## src/rtl/cfg_ls_stream_sel_ctx_if.sv

```systemverilog
// Configuration write bus for cfg_ls_stream_sel_ctx: one packed L/S context
// image per cycle plus the reject pulse returned to the writer.
interface cfg_ls_stream_sel_ctx_if #(
    parameter int N_BANKS_GROUP        = 2,
    parameter int N_BANKS_PER_STREAM   = 2,
    parameter int LOG_N_AGE_PER_STREAM = 2,
    parameter int LOG_N_PE_PER_GROUP   = 2,
    parameter int N_CTX                = 4,
    parameter int LOG_N_CTX            = $clog2(N_CTX),
    parameter int NF                   = N_BANKS_GROUP * N_BANKS_PER_STREAM
);
    logic                               cfg_we_i;
    logic [LOG_N_CTX-1:0]               cfg_ctx_i;
    logic [NF*LOG_N_AGE_PER_STREAM-1:0] cfg_l_sel_i;
    logic [NF*LOG_N_PE_PER_GROUP-1:0]   cfg_s_sel_i;
    logic                               cfg_err_o;

    modport master (
        output cfg_we_i, cfg_ctx_i, cfg_l_sel_i, cfg_s_sel_i,
        input  cfg_err_o
    );

    modport slave (
        input  cfg_we_i, cfg_ctx_i, cfg_l_sel_i, cfg_s_sel_i,
        output cfg_err_o
    );
endinterface

```

## src/rtl/cfg_ls_stream_sel_ctx.sv

```systemverilog
// Multi-context stream-select configuration bank for the L/S crossbars.
// Optional macro CFG_LS_STREAM_SEL_LOCK_EN: reject writes to the live active context.
module cfg_ls_stream_sel_ctx #(
    parameter int N_BANKS_GROUP        = 2,
    parameter int N_BANKS_PER_STREAM   = 2,
    parameter int LOG_N_AGE_PER_STREAM = 2,
    parameter int LOG_N_PE_PER_GROUP   = 2,
    parameter int N_CTX                = 4,
    parameter int LOG_N_CTX            = $clog2(N_CTX),
    parameter int NF                   = N_BANKS_GROUP * N_BANKS_PER_STREAM
) (
    input  logic                 clk_i,
    input  logic                 rst_n_i,
    cfg_ls_stream_sel_ctx_if.slave cfg,
    input  logic                 ctx_clear_i,
    input  logic                 ctx_start_i,
    input  logic [LOG_N_CTX-1:0] ctx_start_idx_i,
    input  logic [LOG_N_CTX-1:0] ctx_last_i,
    input  logic                 ctx_next_i,
    output logic                 ctx_err_o,
    output logic                 ctx_wrap_o,
    output logic [LOG_N_CTX-1:0] active_ctx_o,
    output logic                 sel_valid_o,
    output logic [N_BANKS_GROUP-1:0][N_BANKS_PER_STREAM-1:0][LOG_N_AGE_PER_STREAM-1:0] l_stream_sel_o,
    output logic [N_BANKS_GROUP-1:0][N_BANKS_PER_STREAM-1:0][LOG_N_PE_PER_GROUP-1:0]   s_stream_sel_o
);
    localparam int LW = NF * LOG_N_AGE_PER_STREAM;
    localparam int SW = NF * LOG_N_PE_PER_GROUP;

    logic [LW-1:0]        l_mem [N_CTX];
    logic [SW-1:0]        s_mem [N_CTX];
    logic [N_CTX-1:0]     valid_q;
    logic [LOG_N_CTX-1:0] start_q;

    logic                 lock_hit;
    logic                 wr_ok;
    logic                 cfg_err_n;
    logic [N_CTX-1:0]     valid_n;
    logic [LOG_N_CTX-1:0] start_n;
    logic [LOG_N_CTX-1:0] active_n;
    logic [LOG_N_CTX-1:0] cand;
    logic                 at_last;
    logic                 ctx_err_n;
    logic                 wrap_n;
    logic [LW-1:0]        rd_l;
    logic [SW-1:0]        rd_s;

    always_comb begin
        lock_hit = 1'b0;
`ifdef CFG_LS_STREAM_SEL_LOCK_EN
        lock_hit = cfg.cfg_we_i && (cfg.cfg_ctx_i == active_ctx_o) && sel_valid_o;
`endif
        wr_ok     = cfg.cfg_we_i && !ctx_clear_i && !lock_hit;
        cfg_err_n = (cfg.cfg_we_i && ctx_clear_i) || lock_hit;

        valid_n = valid_q;
        if (wr_ok)
            valid_n[cfg.cfg_ctx_i] = 1'b1;
        if (ctx_clear_i)
            valid_n = '0;

        // Candidate is judged against valid bits after this cycle's write.
        at_last   = (active_ctx_o == ctx_last_i);
        cand      = at_last ? start_q : active_ctx_o + 1'b1;
        start_n   = start_q;
        active_n  = active_ctx_o;
        ctx_err_n = 1'b0;
        wrap_n    = 1'b0;
        if (ctx_clear_i) begin
            active_n = '0;
        end else if (ctx_start_i) begin
            active_n  = ctx_start_idx_i;
            start_n   = ctx_start_idx_i;
            ctx_err_n = !valid_n[ctx_start_idx_i];
        end else if (ctx_next_i) begin
            if (valid_n[cand]) begin
                active_n = cand;
                wrap_n   = at_last;
            end else begin
                ctx_err_n = 1'b1;
            end
        end

        // Write-through so a same-cycle write to the next active context is seen.
        rd_l = '0;
        rd_s = '0;
        if (valid_n[active_n]) begin
            rd_l = (wr_ok && cfg.cfg_ctx_i == active_n) ? cfg.cfg_l_sel_i : l_mem[active_n];
            rd_s = (wr_ok && cfg.cfg_ctx_i == active_n) ? cfg.cfg_s_sel_i : s_mem[active_n];
        end
    end

    always_ff @(posedge clk_i or negedge rst_n_i) begin
        if (!rst_n_i) begin
            for (int i = 0; i < N_CTX; i++) begin
                l_mem[i] <= '0;
                s_mem[i] <= '0;
            end
            valid_q        <= '0;
            start_q        <= '0;
            active_ctx_o   <= '0;
            sel_valid_o    <= 1'b0;
            ctx_err_o      <= 1'b0;
            ctx_wrap_o     <= 1'b0;
            cfg.cfg_err_o  <= 1'b0;
            l_stream_sel_o <= '0;
            s_stream_sel_o <= '0;
        end else begin
            if (wr_ok) begin
                l_mem[cfg.cfg_ctx_i] <= cfg.cfg_l_sel_i;
                s_mem[cfg.cfg_ctx_i] <= cfg.cfg_s_sel_i;
            end
            valid_q       <= valid_n;
            start_q       <= start_n;
            active_ctx_o  <= active_n;
            sel_valid_o   <= valid_n[active_n];
            ctx_err_o     <= ctx_err_n;
            ctx_wrap_o    <= wrap_n;
            cfg.cfg_err_o <= cfg_err_n;
            // Packed field f = j*N_BANKS_PER_STREAM+k lands directly on [j][k].
            l_stream_sel_o <= rd_l;
            s_stream_sel_o <= rd_s;
        end
    end
endmodule

```

## src/flat_wrapper.sv

```systemverilog
// flat-port wrapper written by rule: the top's interface ports become plain ports
module cfg_ls_stream_sel_ctx_flat 
#(
    parameter int N_BANKS_GROUP        = 2,
    parameter int N_BANKS_PER_STREAM   = 2,
    parameter int LOG_N_AGE_PER_STREAM = 2,
    parameter int LOG_N_PE_PER_GROUP   = 2,
    parameter int N_CTX                = 4,
    parameter int LOG_N_CTX            = $clog2(N_CTX),
    parameter int NF                   = N_BANKS_GROUP * N_BANKS_PER_STREAM
)
  (clk_i, rst_n_i, ctx_clear_i, ctx_start_i, ctx_start_idx_i, ctx_last_i, ctx_next_i, ctx_err_o, ctx_wrap_o, active_ctx_o, sel_valid_o, l_stream_sel_o, s_stream_sel_o, cfg_cfg_we_i, cfg_cfg_ctx_i, cfg_cfg_l_sel_i, cfg_cfg_s_sel_i, cfg_cfg_err_o);
  cfg_ls_stream_sel_ctx_if #(.N_BANKS_GROUP(N_BANKS_GROUP), .N_BANKS_PER_STREAM(N_BANKS_PER_STREAM), .LOG_N_AGE_PER_STREAM(LOG_N_AGE_PER_STREAM), .LOG_N_PE_PER_GROUP(LOG_N_PE_PER_GROUP), .N_CTX(N_CTX), .LOG_N_CTX(LOG_N_CTX), .NF(NF)) cfg_i ();
  input  logic clk_i;
  input  logic rst_n_i;
  input  logic ctx_clear_i;
  input  logic ctx_start_i;
  input  logic [LOG_N_CTX-1:0] ctx_start_idx_i;
  input  logic [LOG_N_CTX-1:0] ctx_last_i;
  input  logic ctx_next_i;
  output logic ctx_err_o;
  output logic ctx_wrap_o;
  output logic [LOG_N_CTX-1:0] active_ctx_o;
  output logic sel_valid_o;
  output logic [N_BANKS_GROUP-1:0][N_BANKS_PER_STREAM-1:0][LOG_N_AGE_PER_STREAM-1:0] l_stream_sel_o;
  output logic [N_BANKS_GROUP-1:0][N_BANKS_PER_STREAM-1:0][LOG_N_PE_PER_GROUP-1:0] s_stream_sel_o;
  input wire logic [$bits(cfg_i.cfg_we_i)-1:0] cfg_cfg_we_i;
  input wire logic [$bits(cfg_i.cfg_ctx_i)-1:0] cfg_cfg_ctx_i;
  input wire logic [$bits(cfg_i.cfg_l_sel_i)-1:0] cfg_cfg_l_sel_i;
  input wire logic [$bits(cfg_i.cfg_s_sel_i)-1:0] cfg_cfg_s_sel_i;
  output wire logic [$bits(cfg_i.cfg_err_o)-1:0] cfg_cfg_err_o;
  assign cfg_i.cfg_we_i = cfg_cfg_we_i;
  assign cfg_i.cfg_ctx_i = cfg_cfg_ctx_i;
  assign cfg_i.cfg_l_sel_i = cfg_cfg_l_sel_i;
  assign cfg_i.cfg_s_sel_i = cfg_cfg_s_sel_i;
  assign cfg_cfg_err_o = cfg_i.cfg_err_o;
  cfg_ls_stream_sel_ctx #(.N_BANKS_GROUP(N_BANKS_GROUP), .N_BANKS_PER_STREAM(N_BANKS_PER_STREAM), .LOG_N_AGE_PER_STREAM(LOG_N_AGE_PER_STREAM), .LOG_N_PE_PER_GROUP(LOG_N_PE_PER_GROUP), .N_CTX(N_CTX), .LOG_N_CTX(LOG_N_CTX), .NF(NF)) u_core (.clk_i(clk_i), .rst_n_i(rst_n_i), .cfg(cfg_i), .ctx_clear_i(ctx_clear_i), .ctx_start_i(ctx_start_i), .ctx_start_idx_i(ctx_start_idx_i), .ctx_last_i(ctx_last_i), .ctx_next_i(ctx_next_i), .ctx_err_o(ctx_err_o), .ctx_wrap_o(ctx_wrap_o), .active_ctx_o(active_ctx_o), .sel_valid_o(sel_valid_o), .l_stream_sel_o(l_stream_sel_o), .s_stream_sel_o(s_stream_sel_o));
endmodule
```

## config.mk

```make
export PLATFORM = sky130hd
export DESIGN_NAME = cfg_ls_stream_sel_ctx_flat
export DESIGN_NICKNAME = d
export VERILOG_FILES = /design/src/rtl/cfg_ls_stream_sel_ctx_if.sv /design/src/rtl/cfg_ls_stream_sel_ctx.sv /design/src/flat_wrapper.sv
export SDC_FILE = /design/constraint.sdc
export NUM_CORES = 1
export LEC_CHECK = 0
export ABC_AREA = 1
export BUFFER_PORTS_ARGS = -buffer_cell sky130_fd_sc_hd__clkbuf_2
export CAP_MARGIN = 15
export CORE_ASPECT_RATIO = 1.4
export CORE_MARGIN = 10
export CORE_UTILIZATION = 55
export CTS_CLUSTER_DIAMETER = 30
export DETAILED_ROUTE_END_ITERATION = 16
export MAX_ROUTING_LAYER = met4
export PLACE_DENSITY_LB_ADDON = 0.12
export SLEW_MARGIN = 15
export SYNTH_ARGS = -nofsm -noshare
export SYNTH_HDL_FRONTEND = slang
export SYNTH_SLANG_ARGS = --single-unit
```

## constraint.sdc

```tcl
create_clock -name clk_i -period 6.33 [get_ports clk_i]
set_input_delay 0.9495 -clock clk_i [delete_from_list [all_inputs] [get_ports clk_i]]
set_output_delay 0.9495 -clock clk_i [all_outputs]
set_load 0.05 [all_outputs]
```

======== Word level (Yosys, flattened, before mapping) ========
Cells that the tools add are included.
storage, ports and cells
  input port bits ......................... 28
  register bits after elaboration ......... 92
operators by class
  multiplexer cells ....................... 37
  bitwise gates (word level) .............. 4
  $lt $le $gt $ge ......................... 8
  equality and inequality tests ........... 2
  reductions and logical operators ........ 8
  $add $sub $neg .......................... 1
operators with widths
  cell                                                                   count
  8-bit 2-to-1 mux                                                       9
  32-bit bitwise mux                                                     2
  8-bit binary-select mux with 2-bit select                              2
  8-bit demux with 2-bit select                                          1
  2-bit by 3-bit < comparator with 1-bit output, second input constant   4
  1-bit 2-to-1 mux                                                       12
  2-bit 2-to-1 mux                                                       5
  4-bit 2-to-1 mux                                                       2
  1-bit binary-select mux with 2-bit select                              3
  3-bit >= comparator, second input constant                             2
  2-bit NOT with 3-bit output                                            2
  1-bit logical AND                                                      5
  2-bit equality test                                                    2
  4-bit OR                                                               1
  3-bit by 1-bit < comparator with 1-bit output, second input constant   1
  2-bit by 1-bit adder with 2-bit output, second input constant          1
  1-bit demux with 2-bit select                                          1
  2-bit by 1-bit >= comparator with 1-bit output, second input constant  1
  1-bit logical NOT                                                      2
  2-bit AND reduction                                                    1
  1-bit NOT                                                              1

======== Depth between registers and ports, before layout ========
Gate-level depths: netlist of run 1.
  word-level depth ........................ 19
  gate-level depth with buffers ........... 20
  gate-level depth less buffers ........... 19

======== Worst setup path after synthesis of run 1 ========
Ideal clock, no wire load.
  kind .................................... input to register
  start point ............................. input port cfg_cfg_we_i
  end point ............................... register u_core.l_stream_sel_o[4] (netlist name)
  path slack .............................. 3.652 ns
  path buffers ............................ 1
  data arrival time ....................... 2.561 ns
  stages on the path ...................... 18
  cell sequence ........................... inv_1 nor2_4 nand2_2 nand2_1 nand2_1 inv_1 nand2_1 nand3_1 nand3_2 nand2_1 nand3_2 nand3_1 nand2_1 nor2_4 buf_6 nand3_1 nand2_1 nor2_1
between the ends
  cells in the longest elaborated chain, start to end .. 15
  elaborated cells on any way between the ends .. 19
  those cells by class .................... eq/ne: 1; mux: 15; bitwise: 1; reduce/logical: 2
ends and longest elaborated chain
  element                                               RTL line                     RTL
  start, declared                                       flat_wrapper.sv:27           input wire logic [$bits(cfg_i.cfg_we_i)-1:0] cfg_cfg_we_i;
  1-bit logical AND *                                   cfg_ls_stream_sel_ctx.sv:53  wr_ok = cfg.cfg_we_i && !ctx_clear_i && !lock_hit;
  4-bit 2-to-1 mux *                                    cfg_ls_stream_sel_ctx.sv:57  if (wr_ok)
  4-bit 2-to-1 mux *                                    cfg_ls_stream_sel_ctx.sv:59  if (ctx_clear_i)
  via u_core.valid_n[0]                                 cfg_ls_stream_sel_ctx.sv:38  logic [N_CTX-1:0] valid_n;
  1-bit binary-select mux with 2-bit select             cfg_ls_stream_sel_ctx.sv:76  if (valid_n[cand]) begin
  1-bit 2-to-1 mux (not written as such)                cfg_ls_stream_sel_ctx.sv:76
  2-bit 2-to-1 mux                                      cfg_ls_stream_sel_ctx.sv:76
  2-bit 2-to-1 mux                                      cfg_ls_stream_sel_ctx.sv:75  end else if (ctx_next_i) begin
  2-bit 2-to-1 mux                                      cfg_ls_stream_sel_ctx.sv:71  end else if (ctx_start_i) begin
  2-bit 2-to-1 mux                                      cfg_ls_stream_sel_ctx.sv:69  if (ctx_clear_i) begin
  2-bit NOT with 3-bit output (not written as such)     cfg_ls_stream_sel_ctx.sv:88  rd_l = (wr_ok && cfg.cfg_ctx_i == active_n) ? cfg.cfg_l_sel_i : l_mem[active_n];
  8-bit binary-select mux with 2-bit select             cfg_ls_stream_sel_ctx.sv:88
  8-bit 2-to-1 mux (not written as such) (2 in series)  cfg_ls_stream_sel_ctx.sv:88
  8-bit 2-to-1 mux                                      cfg_ls_stream_sel_ctx.sv:88
  8-bit 2-to-1 mux *                                    cfg_ls_stream_sel_ctx.sv:87  if (valid_n[active_n]) begin
  via u_core.rd_l[4]                                    cfg_ls_stream_sel_ctx.sv:45  logic [LW-1:0] rd_l;
The timed path passes the listed nets; every way through them passes the cells marked *. The select of a mux whose other input is x is not followed.
A chain may end at the register's enable or synchronous reset.

======== Worst setup path after layout of run 1 ========
  start point ............................. input port ctx_clear_i
  end point ............................... register u_core.l_stream_sel_o[0] (netlist name)
between the ends
  cells in the longest elaborated chain, start to end .. 16
  elaborated cells on any way between the ends .. 20
  those cells by class .................... eq/ne: 1; mux: 15; bitwise: 1; reduce/logical: 3
ends and longest elaborated chain
  element                                               RTL line                     RTL
  start, declared                                       flat_wrapper.sv:16           input logic ctx_clear_i;
  1-bit logical NOT                                     cfg_ls_stream_sel_ctx.sv:53
  1-bit logical AND                                     cfg_ls_stream_sel_ctx.sv:53
  4-bit 2-to-1 mux                                      cfg_ls_stream_sel_ctx.sv:57
  4-bit 2-to-1 mux *                                    cfg_ls_stream_sel_ctx.sv:59
  via u_core.valid_n[1]                                 cfg_ls_stream_sel_ctx.sv:38
  1-bit binary-select mux with 2-bit select             cfg_ls_stream_sel_ctx.sv:76
  1-bit 2-to-1 mux (not written as such)                cfg_ls_stream_sel_ctx.sv:76
  2-bit 2-to-1 mux                                      cfg_ls_stream_sel_ctx.sv:76
  2-bit 2-to-1 mux                                      cfg_ls_stream_sel_ctx.sv:75
  2-bit 2-to-1 mux                                      cfg_ls_stream_sel_ctx.sv:71
  2-bit 2-to-1 mux                                      cfg_ls_stream_sel_ctx.sv:69
  2-bit NOT with 3-bit output (not written as such)     cfg_ls_stream_sel_ctx.sv:88
  8-bit binary-select mux with 2-bit select             cfg_ls_stream_sel_ctx.sv:88
  8-bit 2-to-1 mux (not written as such) (2 in series)  cfg_ls_stream_sel_ctx.sv:88
  8-bit 2-to-1 mux                                      cfg_ls_stream_sel_ctx.sv:88
  8-bit 2-to-1 mux *                                    cfg_ls_stream_sel_ctx.sv:87
  via u_core.rd_l[0]                                    cfg_ls_stream_sel_ctx.sv:45
Marked as above.

==> impl_results.md, run 1 <==
* CP cell instances: clkbuf_2 -> nor2_4 -> nand3_2 -> a21oi_2 -> nand2_1 -> nand3_1 -> nand3_2 -> nand2_1 -> nand3_2 -> nand2_2 -> nand2_1 -> nand3_1 -> nand2_2 -> nand2_1 -> nor2_1
* Area of the core region at 0.00815 mm2
* Critical path's slowest cell: nand2_2
* Seq/Total Area, Yosys at about half
* Worst vdd ir at 0.188 mV
* Most Crowded Layer GR: met2
* First-pass GRT wire length at between 15,000 and 20,000 um
* Worst skew pair latency at about 0.33 ns
* Diode count at 0
* Slew Viols, Final at 0
* Crit start category: input port
* CP Data Required Time at 6.55 ns
* # rows at 39
* Final Hold Fails at 0
* Mean Syn Cell Area at 7.64 um2
* Clock Skew at about 0.0039 ns
* Chip Width at 97.2 um
* CTS Buffer Depth at 2
* Top Family by Delay on Critical Path: simple AND/OR/NAND/NOR gates
* Fin crit share at 72.0%
* Critical path capture point type: flop
* CTS buffer count at 9
* CP Max Fanout at 37
* Most common cell after layout, fill and taps aside: nand2_1
* Cts hold-fix bufs at 0
* Routed Antenna Nets at 0
* RSZ-0062 raised after global routing: no
* Post-cts sizing count at 0
* Asr flop ratio synth at 100%
* Worst hold slack at 0.480 ns
* Slowest stage delay, CP at 0.89 ns
* GRT met2 Usage at 31.7%
* Synth area leader: dfrtp_1
* Vias in the first global route at 3,861
* Fin cells at 741
* Via/cell ratio at 5.23
* Min-delay worst type: input port to asynchronous set/reset pin
* Total Power at 1.63 mW
* Sink Count at 92
* H-tree Lvls at 3
* RePlAce Congestion at 0.865
* # setup viols final at 0
* CP dominant cell by count: nand2_1
* GRT Overall Usage at 18.7%
* Relative slew slack at 39.8%
* Post-Place Cells at around 730
* FF-to-FF setup slack at around 2.6 ns
* PwrDens at between 300 and 400 mW/mm2
* Status: completed
* # Max-Cap Violations at 0
* Ys Warns at 0
* Leak Pwr at 2.78 nW
* Initial antenna violation count at 0
* Synth area leaders: dfrtp_1, nand2_1, nand3_1
* Crit path buf inv count at 1
* Met1 usage at around 22%
* Pre-CTS setup slack at 1.51 ns
* Drt wl/cell at 15.2 um
* Number of distinct library cells after synthesis at 23
* DPL Wire Length at ~7500 um
* Pre-antenna DRT Iters at 8
* Crit path kind: input port to flop
* Die area at 0.0124 mm2
* Initial cell density of the core at between 50% and 60%
* Largest net degree at the start of global routing at 74
* Post-CTS setup buffer count at 0
* CTS tree: done
* Area grow syn2layout at 12.0%
* Vias at 3,873
* Mapped Area at 0.00459 mm2
* Wirelength, routed at 11,300 um
* Post-synthesis instance total at 600
* Arr. time, crit path at 4.78 ns
* Total gr overflow at 0
* Root buffer cell: clkbuf_16
* Actual slew at the worst max-slew pin at 0.903 ns
* Post-synthesis net count at 628
* Clock transition at path regs at 0.07 ns
* Setup TNS at 0 ns
* Ports at 50
* Period minus WS final at ~4.6 ns
* GR Util met3 at around 3.3%
* Die Y at about 130 um
* Final nets at 662
* Synth Flop Type: dfrtp_1
* Setup ws final at 1.77 ns
* First DRT Iteration DRCs at 229
* Post-route DRC at 0
* Area share of the largest cell type after synthesis at 50.2%
* Layout cell share with drive strength beyond 1 at between 10% and 20%
* Most frequent cells in the layout: nand2_1, dfrtp_1, inv_1
* Post-synth EDFFs at 0
* Synth Register Bits at between 90 and 100
* Fmax at about 220 MHz
* # port buffers at 49
==> registers in the layout (all words and copies together), names as in the netlist <==
name / cells
u_core.s_stream_sel_o: 8
u_core.ctx_err_o: 1
u_core.start_q: 2
u_core.l_stream_sel_o: 8
u_core.ctx_wrap_o: 1
u_core.valid_q: 4
u_core.cfg.cfg_err_o: 1
u_core.sel_valid_o: 1
u_core.s_mem: 32
u_core.l_mem: 32
u_core.active_ctx_o: 2
==> per-layer routing <==
| metal | wire [um] | share of wire (%) | vias to the layer above |
|---|---|---|---|
| li1 | - | - | 1943 |
| met1 | 4860 | 43 | 1838 |
| met2 | 5830 | 52 | 82 |
| met3 | 436 | 3.9 | 10 |
| met4 | 153 | 1.4 | 0 |
| met5 | 0 | 0 | - |
==> power breakdown <==
part	total, mW	switching, mW	internal [mW]
sequential	0.728	0.0472	0.681
combinational	0.370	0.250	0.120
clock	0.530	0.226	0.304
total	1.63	0.524	1.10
==> through the flow <==
| step | util, % | area [um2] |
|---|---|---|
| 2_1_floorplan | - | 4590 |
| 3_3_place_gp | 59.4 | 4840 |
| 3_5_place_dp | 59.4 | 4840 |
| 4_1_cts | 63.0 | 5140 |
| 5_1_grt | 63.0 | 5140 |
| 6_report | 63.0 | 5140 |
==> Yosys cell counts, types with 2 or more instances <==
cell type and instances:
nor2_4 3, o21ai_0 68, buf_4 2, nand2_2 7, nand3_1 77, nor2_1 36
inv_1 86, nand3b_1 16, nand2_1 174, clkbuf_1 18, dfrtp_1 92, buf_2 5
nand3_2 5, buf_6 2
==> path summary, 6_finish.rpt <==
kind,start,endpoint,cells past startpoint
worst min register to register,u_core.s_mem[27],u_core.s_mem[27],2
max in group asynchronous,rst_n_i,u_core.s_mem[29],2
worst min-delay path,rst_n_i,u_core.l_mem[1],1
min in group clk_i,u_core.s_mem[27],u_core.s_mem[27],2
worst max register to register,u_core.active_ctx_o[0],u_core.l_stream_sel_o[0],18
worst max-delay path,ctx_clear_i,u_core.l_stream_sel_o[0],15
==> worst reg2reg max path, stage by stage (launching register included) <==
cell and delay [ns]:
dfrtp_1 0.43, inv_1 0.12, nand2_1 0.06, nand2_1 0.11, nand2_1 0.12, nand2_1 0.10, nand2_1 0.11, nand2_1 0.10
nand2_1 0.05, nand2_1 0.06, nand3_2 0.09, nand2_1 0.08, nand3_2 0.62, nand2_2 0.93, nand2_1 0.11, nand3_1 0.13
nand2_2 0.26, nand2_1 0.16, nor2_1 0.05
==> cell families after synthesis <==
group | share of synthesized area, %
buffers and inverters | 10.0
DFF | 50.2
AOI/OAI and AO/OA | 8.32
and+or+nand+nor | 31.3
xor gates and xnor gates | 0.191
==> area by class of cell <==
type | count | area (um2)
inverters | 87 | 327
well taps | 102 | 128
repair buffers | 51 | 263
multi-input cells | 393 | 1820
flip-flops and latches | 92 | 2300
clock inverters | 7 | 67.6
clock buffers | 9 | 225
fillers | 729 | 3010
No activity file was read; power rests on OpenSTA's default activity.
==> run 2: changes to the inputs <==
Clock period 6.33 ns to 4.4 ns, I/O delays scaled along.
==> run 2 against run 1 <==
- worst hold slack worse by 0.071 ns
- design area is 1.9% higher
- critical endpoint is now u_core.s_stream_sel_o[7]
- final cell count is 0.67% higher
- register-to-register slack worse by 1.2 ns
- global-route usage is 0.51 points higher
==> impl_results.md, run 2 (synthesis gave the netlist of run 1 again) <==
* Status: completed
* Final Instance Area at 0.00524 mm2 (+1.9%)
* Clock transition at path regs at 0.07 ns (about the same)
* CTS tree: done
* PwrDens at 477 mW/mm2 (+50%)
* Initial antenna violation count at 0 (unchanged)
* Clock Skew at 0.00425 ns (+0.000381 ns)
* Period minus WS final at ~3.3 ns
* Area grow syn2layout at 14.2%
* Drt wl/cell at 15.2 um (-0.29%)
* Critical path's slowest cell: nand2_2
* Routed Antenna Nets at 0 (unchanged)
* Worst skew pair latency at 0.34 ns (about the same)
* Wire length on met1 at 4930 um (+1.4%)
* Die area at 0.0124 mm2 (unchanged)
* Worst hold slack at 0.409 ns (-0.0711 ns)
* Most common cell after layout, fill and taps aside: nand2_1
* Setup TNS at 0 ns (unchanged)
* Leak Pwr at 2.84 nW (+2.1%)
* R2R cell count at 17 (-1)
* CTS Buffer Depth at 2 (unchanged)
* Filler cells at 737 (+1.1%)
* CP Max Fanout at 33 (-11%)
* Chip Width at 97.2 um (unchanged)
* DPL Wire Length at 7400 um (-1.0%)
* # setup viols final at 0 (unchanged)
* RR Endpoint: u_core.l_stream_sel_o[6]
* Critical path capture point type: flop
* Die Y at 128 um (unchanged)
* Ports at 50 (unchanged)
* H-tree Lvls at 3 (unchanged)
* Cts hold-fix bufs at 0 (unchanged)
* Min-delay worst type: input port to asynchronous set/reset pin
* Total gr overflow at 0 (unchanged)
* # port buffers at 49 (unchanged)
* Routed wl met2 at 5470 um (-6.2%)
* # Max-Cap Violations at 0 (unchanged)
* CP cell instances: clkbuf_2 -> nor2_4 -> nand2_2 -> nand2_1 -> nand2_1 -> inv_1 -> nand2_1 -> nand3_1 -> nand3_2 -> nand2_1 -> nand3_2 -> nand2_2 -> buf_4 -> nand2_1 -> nand3_1 -> nand2_1 -> nor2_1 -> nor2_1
* CTS buffer count at 9 (unchanged)
* GRT Overall Usage at 19.2% (+0.51 points)
* Layout cell share with drive strength beyond 1 at 14.0% (+0.67 points)
* Initial cell density of the core at 56.3% (unchanged)
* Placed cell areas at 0.00488 mm2 (+0.77%)
* CP dominant cell by count: nand2_1
* Post-cts sizing count at 0 (unchanged)
* Slowest stage delay, CP at 0.44 ns (-0.45 ns)
* Arr. time, crit path at 3.56 ns (-1.22 ns)
* Actual slew at the worst max-slew pin at 0.818 ns (-0.0856 ns)
* Util after Layout at 64.3% (+1.2 points)
* Wire length on met3 at 664 um (+52%)
* Most frequent cells in the layout: nand2_1, dfrtp_1, inv_1
* Final Hold Fails at 0 (unchanged)
* Vias in the first global route at 3,903 (+1.1%)
* Via/cell ratio at 5.33 (+2.0%)
* First-pass GRT wire length at 19,200 um (+2.5%)
* Fin crit share at 75.5%
* Root buffer cell: clkbuf_16
* Relative slew slack at 45.4% (+5.6 points)
* Wirelength, routed at 11,300 um (+0.38%)
* RePlAce Congestion at 0.896 (+3.6%)
* FF-to-FF setup slack at 1.37 ns (-1.18 ns)
* Top Metal Used: met4
* Largest net degree at the start of global routing at 65 (-12%)
* Post-CTS setup buffer count at 0 (unchanged)
* Sink Count at 92 (unchanged)
* Post-route DRC at 0 (unchanged)
* Final nets at 667 (+0.76%)
* RSZ-0062 raised after global routing: no
* Fmax at 301 MHz
* Area of the core region at 0.00815 mm2 (unchanged)
* # rows at 39 (unchanged)
* First DRT Iteration DRCs at 305 (+33%)
* Biggest regs: u_core.l_mem: 32 flops, u_core.s_mem: 32 flops
* Worst r2r src: u_core.active_ctx_o[0]
* Pre-antenna DRT Iters at 5 (-3)
* Diode count at 0 (unchanged)
* Total Power at 2.50 mW (+53%)
* Worst vdd ir at 0.327 mV (+73%)
* Crit path kind: input port to flop
* Vias at 3,978 (+2.7%)
* CP Data Required Time at 4.64 ns (-1.91 ns)
* Crit start category: input port
* Slew Viols, Final at 0 (unchanged)
## run 2: changes by cell type in the layout (fill, tap and decap cells not counted)
cell        change
clkinv_2        -3
clkbuf_8        +1
buf_4           +5
clkinvlp_4      -3
bufinv_16       +2
inv_6           +3
## run 2: final cells by class
class | count | area (um2) | share of cell area [%]
clock buffer | 10 | 239 | 4.56
inverter | 87 | 327 | 6.24
timing repair buffer | 56 | 300 | 5.73
clock inverter | 6 | 116 | 2.22
multi-input combinational | 393 | 1820 | 34.8
sequential | 92 | 2300 | 44.0
tap | 102 | 128 | 2.44
## run 2: worst max path at each step
stage,startpoint,end,cells after the start
floorplan,u_core.active_ctx_o[0],u_core.l_stream_sel_o[4],18
global placement,ctx_clear_i,u_core.l_stream_sel_o[6],17
detailed placement,ctx_clear_i,u_core.s_stream_sel_o[5],18
CTS,ctx_clear_i,u_core.s_stream_sel_o[5],18
global route,ctx_clear_i,u_core.l_stream_sel_o[5],18
finish,ctx_clear_i,u_core.s_stream_sel_o[7],18
## run 2: where the power goes
part	internal (mW)	switching [mW]	total (mW)
clock network	0.577	0.341	0.918
registers	0.979	0.0683	1.05
logic	0.174	0.358	0.532
## run 2: stage by stage
step / setup WS (ns) / cells
final: 1.08 / 746
after global routing: 0.703 / 746
after CTS: 1.10 / 746
after detailed placement: 0.732 / 730
after global placement: 0.834 / 730
after floorplan: 1.91 / 600
## run 2: critical path, delay by kind of cell
family | cells | cell delay, ns
buffers and inverters | 3 | 0.56
AND/OR/NAND/NOR | 15 | 2.33
## run 2: per-layer routing
layer	GRT usage, %	vias up
li1	-	1951
met3	3.67	18
met2	30.8	118
met1	23.3	1891
met4	8.18	0
met5	-	-
